===== config.mk =====
export PLATFORM = sky130hd
export DESIGN_NAME = mult_datapath_flat
export DESIGN_NICKNAME = d
export VERILOG_FILES = /design/src/rtl/mult_datapath_if.sv /design/src/rtl/mult_datapath.sv /design/src/flat_wrapper.sv
export SDC_FILE = /design/constraint.sdc
export NUM_CORES = 1
export LEC_CHECK = 0
export ABC_AREA = 1
export CORE_ASPECT_RATIO = 0.8
export CORE_MARGIN = 5
export CORE_UTILIZATION = 32
export DETAILED_ROUTE_END_ITERATION = 12
export GPL_TIMING_DRIVEN = 0
export SYNTH_ARGS = -nofsm -noshare
export SYNTH_HDL_FRONTEND = slang
export SYNTH_SLANG_ARGS = --single-unit

===== constraint.sdc =====
create_clock -name clk -period 1.55 [get_ports clk]
set_input_delay 0.155 -clock clk [delete_from_list [all_inputs] [get_ports clk]]
set_output_delay 0.155 -clock clk [all_outputs]
set_load 0.03 [all_outputs]

===== src/rtl/mult_datapath_if.sv =====
// Bundle between the multiplier control unit (master) and the shift-add datapath (slave).
// MULT_DP_STEP_CNT_EN adds the step_cnt observation signal.
interface mult_datapath_if #(
    parameter int WIDTH = 8
);
    localparam int CNT_W = $clog2(WIDTH + 1);

    logic signed [WIDTH-1:0]   multiplicand;
    logic signed [WIDTH-1:0]   multiplier;
    logic                      reg_en;
    logic                      load;
    logic                      shift_en;
    logic                      psel;
    logic                      z_flag_multiplier;
    logic        [2*WIDTH-1:0] product;
`ifdef MULT_DP_STEP_CNT_EN
    logic        [CNT_W-1:0]   step_cnt;

    modport master (
        output multiplicand, multiplier, reg_en, load, shift_en, psel,
        input  z_flag_multiplier, product, step_cnt
    );

    modport slave (
        input  multiplicand, multiplier, reg_en, load, shift_en, psel,
        output z_flag_multiplier, product, step_cnt
    );
`else
    modport master (
        output multiplicand, multiplier, reg_en, load, shift_en, psel,
        input  z_flag_multiplier, product
    );

    modport slave (
        input  multiplicand, multiplier, reg_en, load, shift_en, psel,
        output z_flag_multiplier, product
    );
`endif
endinterface


===== src/rtl/mult_datapath.sv =====
// Sign-magnitude shift-add datapath of the sequential signed multiplier.
// Optional MULT_DP_STEP_CNT_EN exposes a count of effective steps since load.
module mult_datapath #(
    parameter int WIDTH = 8
) (
    input  logic             clk,
    input  logic             rst_n,
    mult_datapath_if.slave   bus
);
    localparam int PW    = 2 * WIDTH;
    localparam int CNT_W = $clog2(WIDTH + 1);

    logic [PW-1:0]    mcand_mag;
    logic [WIDTH-1:0] mplier_mag;
    logic [PW-1:0]    acc;
    logic             sign;

    logic [WIDTH-1:0] a_raw;
    logic [WIDTH-1:0] b_raw;
    logic [WIDTH-1:0] a_abs;
    logic [WIDTH-1:0] b_abs;
    logic             mplier_zero;
    logic             do_load;
    logic             do_step;

    // Two's-complement negate of the most-negative value yields 2^(WIDTH-1), correct as unsigned.
    always_comb begin
        a_raw       = bus.multiplicand;
        b_raw       = bus.multiplier;
        a_abs       = a_raw[WIDTH-1] ? (~a_raw + WIDTH'(1)) : a_raw;
        b_abs       = b_raw[WIDTH-1] ? (~b_raw + WIDTH'(1)) : b_raw;
        mplier_zero = (mplier_magnitude_is_zero(mplier_mag));
        do_load     = bus.reg_en & bus.load;
        do_step     = bus.reg_en & ~bus.load & bus.shift_en & ~mplier_zero;
    end

    function automatic logic mplier_magnitude_is_zero(input logic [WIDTH-1:0] m);
        return (m == '0);
    endfunction

    always_ff @(posedge clk or negedge rst_n) begin
        if (!rst_n) begin
            mcand_mag  <= '0;
            mplier_mag <= '0;
            acc        <= '0;
            sign       <= 1'b0;
        end else if (do_load) begin
            mcand_mag  <= {{WIDTH{1'b0}}, a_abs};
            mplier_mag <= b_abs;
            acc        <= '0;
            sign       <= a_raw[WIDTH-1] ^ b_raw[WIDTH-1];
        end else if (do_step) begin
            if (mplier_mag[0]) begin
                acc <= acc + mcand_mag;
            end
            mcand_mag  <= {mcand_mag[PW-2:0], 1'b0};
            mplier_mag <= {1'b0, mplier_mag[WIDTH-1:1]};
        end
    end

`ifdef MULT_DP_STEP_CNT_EN
    logic [CNT_W-1:0] step_cnt_q;

    always_ff @(posedge clk or negedge rst_n) begin
        if (!rst_n) begin
            step_cnt_q <= '0;
        end else if (do_load) begin
            step_cnt_q <= '0;
        end else if (do_step) begin
            step_cnt_q <= step_cnt_q + CNT_W'(1);
        end
    end

    assign bus.step_cnt = step_cnt_q;
`endif

    // A zero accumulator negates to zero, so no separate -0 handling is needed.
    always_comb begin
        bus.z_flag_multiplier = mplier_zero;
        bus.product           = '0;
        if (bus.psel) begin
            bus.product = sign ? (~acc + PW'(1)) : acc;
        end
    end
endmodule


===== src/flat_wrapper.sv =====
// flat-port wrapper written by rule: the top's interface ports become plain ports
module mult_datapath_flat 
#(
    parameter int WIDTH = 8
)
  (clk, rst_n, bus_multiplicand, bus_multiplier, bus_reg_en, bus_load, bus_shift_en, bus_psel, bus_z_flag_multiplier, bus_product);
  mult_datapath_if #(.WIDTH(WIDTH)) bus_i ();
  input  logic clk;
  input  logic rst_n;
  input wire logic [$bits(bus_i.multiplicand)-1:0] bus_multiplicand;
  input wire logic [$bits(bus_i.multiplier)-1:0] bus_multiplier;
  input wire logic [$bits(bus_i.reg_en)-1:0] bus_reg_en;
  input wire logic [$bits(bus_i.load)-1:0] bus_load;
  input wire logic [$bits(bus_i.shift_en)-1:0] bus_shift_en;
  input wire logic [$bits(bus_i.psel)-1:0] bus_psel;
  output wire logic [$bits(bus_i.z_flag_multiplier)-1:0] bus_z_flag_multiplier;
  output wire logic [$bits(bus_i.product)-1:0] bus_product;
  assign bus_i.multiplicand = bus_multiplicand;
  assign bus_i.multiplier = bus_multiplier;
  assign bus_i.reg_en = bus_reg_en;
  assign bus_i.load = bus_load;
  assign bus_i.shift_en = bus_shift_en;
  assign bus_i.psel = bus_psel;
  assign bus_z_flag_multiplier = bus_i.z_flag_multiplier;
  assign bus_product = bus_i.product;
  mult_datapath #(.WIDTH(WIDTH)) u_core (.clk(clk), .rst_n(rst_n), .bus(bus_i));
endmodule

==> flow_metrics.py <==
metrics = {
    "flow_run": {
        "max_cap_violations": 0,
    },
    "yosys": {
        "yosysTopAreaCellShare_pct": 30.6,
        "ys_seq_area_share_pct": 30.6,
        "async_flop_share_pct": 100,
        "yosysMostFrequentCell": "nand2_1",
        "synth.top_cells.by_count": "nand2_1, inv_1, nand3_1, nor2_1, dfrtp_1",
        "syn_nets": 559,
        "synth-edff-count": 0,
        "synthMuxAreaShare_pct": 0,
        "syn-cell-area_sq_um": 3350,
        "synthAdderAreaFrac_pct": 7.32,
        "synth_flop_cell": "dfrtp_1",
        "synth_top_family_by_area": "simple AND/OR/NAND/NOR gates",
        "synth_area_leader_cell": "dfrtp_1",
        "synthDistinctLibCells": 38,
        "netlist_instances": 518,
        "synth_xor_xnor_area_share_pct": 2.62,
        "yosysWarnings": 0,
        "synthTopCellsByArea": "dfrtp_1, nand2_1, inv_1, nand3_1, ha_1",
        "synth-simple-area-share_pct": 36.1,
        "synth_compound_area_share_pct": 12.8,
        "synth-seq-cells": 41,
        "synth.avg_cell_area_sq_um": 6.46,
    },
    "clock_network": {
        "clock_path_buffers": 2,
        "cts_num_sinks": 41,
        "cts_tree": "yes",
        "cts_inserted_buffers": 5,
        "cts_root_buf": "clkbuf_16",
        "clk_latency_ps": 290,
        "cts.reportedPaths.clkPinSlew_ps": 60,
        "h-tree-depth": 2,
    },
    "global_route": {
        "grt_max_degree": 27,
        "grt_use_total_pct": 16.1,
        "gr-total-overflow": 0,
        "grt_pass1_vias": 3600,
        "grt_pass1_wl_um": 16900,
        "antenna_found_initial": 0,
    },
    "worst_setup_path": {
        "critPathSlowestCell": "dfrtp_1",
        "cp_max_fo": 4,
        "crit_family": "simple AND/OR/NAND/NOR gates",
        "cp_num_buf_inv": 2,
        "criticalPathCategory": "flop to primary output",
        "crit_path_cell_trace": "inv_2, ha_4, nand2_4, nor2_4, nand4_1, nand2_2, nand3_2, nand2_2, nor2_4, buf_6",
        "startpoint_type": "flop",
        "cpPeakStageDelay_ps": 400,
        "arrival_ps": 1790,
        "r2r-start": "u_core.acc[10]",
        "startpoint": "u_core.acc[0]",
        "critPathCaptureType": "primary output",
        "cp.required_ps": 1390,
    },
    "detailed_routing": {
        "drt_iter0_drc": 125,
        "viasPerCell": 4.84,
        "routed_wl_um": 9820,
        "routedWlPerCell_um": 13.5,
        "vias": 3529,
        "drtPass1Iterations": 5,
        "drtAntennaViolNets": 0,
        "drc": 0,
    },
    "timing": {
        "setup_viol": 26,
        "finalHoldViolations": 0,
        "tightestPinTransition_ps": 428,
        "report.final.slew_viol_count": 0,
        "max_freq_mhz": 513,
        "relSlewSlack_pct": 71.4,
        "fin_skew_ps": 4.49,
        "setup_tns_ps": -4790,
        "rsz0062_at_grt": "true",
        "period_share_pct": 126,
        "fin_crit_ps": 1950,
        "setup_ws_ps": -398,
    },
    "floorplanning": {
        "fp.coreArea_sq_um": 10200,
        "initial_core_util_pct": 32.7,
        "die_area_sq_um": 12600,
        "fp.dieW_um": 124,
        "die_h_um": 101,
        "io_pins": 39,
        "floorplan.rows": 33,
    },
    "finish": {
        "layout.cells.non_filler": 729,
        "finalNetCount": 629,
        "area.growth.synth_to_final_pct": 45.5,
        "antennaDiodeCount": 0,
        "drive_gt1_share_pct": 32.8,
    },
    "worst_hold_path": {
        "hold_class": "input pin to asynchronous set/reset pin",
    },
    "power_and_ir_drop": {
        "worst_ir_drop_vdd_mv": 0.510,
        "total_power_uw": 5150,
        "powerDensity_nw_per_um2": 1060,
        "power_leakage_uw": 0.00234,
    },
    "placement": {
        "dp.cells": 695,
        "dp_hpwl_um": 7040,
        "port-buffer-count": 36,
        "gp_congestion": 0.834,
    },
    "run_status": {
        "violations": "setup timing",
        "status": "finished with violations",
    },
}
-- metal layers --
layer	global-route usage [%]	wire, um	vias up
met5	0	0	-
met4	3.03	83	0
met3	3.58	473	10
met2	26.2	4410	82
met1	22.5	4850	1627
li1	-	-	1810
-- sequential cells by signal (all words and copies together) (netlist names) --
name               count
u_core.mcand_mag      16
u_core.acc            16
u_core.sign            1
u_core.mplier_mag      8
-- layout make-up --
class                   instances  area [sq um]
flip-flops and latches         41          1040
well taps                     140           175
inverters                      77           300
clock inverters                 3          21.3
repair buffers                 63           586
multi-input cells             389          2550
plain buffers                  11          73.8
fillers                      1051          5370
clock buffers                   5           125
-- placed cells by master (no fill, tap or decap), types with 3 or more instances in the layout --
cell and count:
clkbuf_16 5, nand3_1 33, buf_6 16, dfrtp_2 9, o21ai_1 8, nor3_2 6
nor2_2 12, inv_1 64, nand3b_1 3, nor2_1 28, nand2_1 133, nand2_4 8
nand3_2 10, o211ai_1 4, xnor2_2 3, clkdlybuf4s50_1 17, xor2_1 4, buf_2 6
inv_2 9, nor2_4 8, nand2_2 27, a21oi_1 17, o22ai_1 5, o31ai_1 3
a21oi_2 10, ha_1 3, o21ai_0 21, ha_4 14, nor3_1 3, dfrtp_1 32
buf_4 26, nand4_1 7, nand3_4 5
-- through the flow --
stage	hold slack (ps)	setup slack (ps)	util, %	cell area (sq um)
6_report	330	-398	47.6	4870
5_1_grt	364	-480	47.6	4870
4_1_cts	339	-366	45.0	4600
3_5_place_dp	115	-689	38.8	3970
3_3_place_gp	499	-811	38.6	3950
2_1_floorplan	-141	0.823	-	3420
-- cells by family (layout without fill, tap and decap cells) --
| group | count (synthesis) | after routing |
|---|---|---|
| AO/OA/AOI/OAI | 75 | 75 |
| XOR/XNOR | 10 | 10 |
| adder cells (fa/ha/maj) | 19 | 19 |
| buffers and inverters | 88 | 159 |
| flip-flops | 41 | 41 |
| AND/OR/NAND/NOR | 285 | 285 |
-- worst register-to-register path: stages (launching register included) --
cell,delay (ps)
dfrtp_2,440
buf_6,140
ha_4,290
nand2_1,130
nor2_1,250
nand2_1,140
nand3_2,90
nand2_1,50
nand3_1,70
nand2_1,50
-- power breakdown --
part	switching, uW	total [uW]	internal [uW]
logic	1500	2680	1180
clock network	463	1060	600
registers	192	1410	1210
-- final timing paths --
check	to	slack (ps)	depth (start not counted)
setup reg to reg	u_core.acc[12]	-200	9
hold / removal	u_core.mplier_mag[7]	330	2
hold reg to reg	u_core.mplier_mag[1]	530	2
setup / recovery	bus_product[14]	-400	10
min in group clk	u_core.mplier_mag[7]	340	3
max in group asynchronous	u_core.acc[7]	720	3
-- repair_timing --
action | in CTS | in global routing
endpoints found under the hold margin | 15 | 0
pin swaps | 21 | 32
setup endpoints to repair | 39 | 46
resized for setup | 177 | 73
hold buffers | 1 | 0
buffers inserted | 19 | 10
Note: power is estimated with default switching activity, not from simulation.
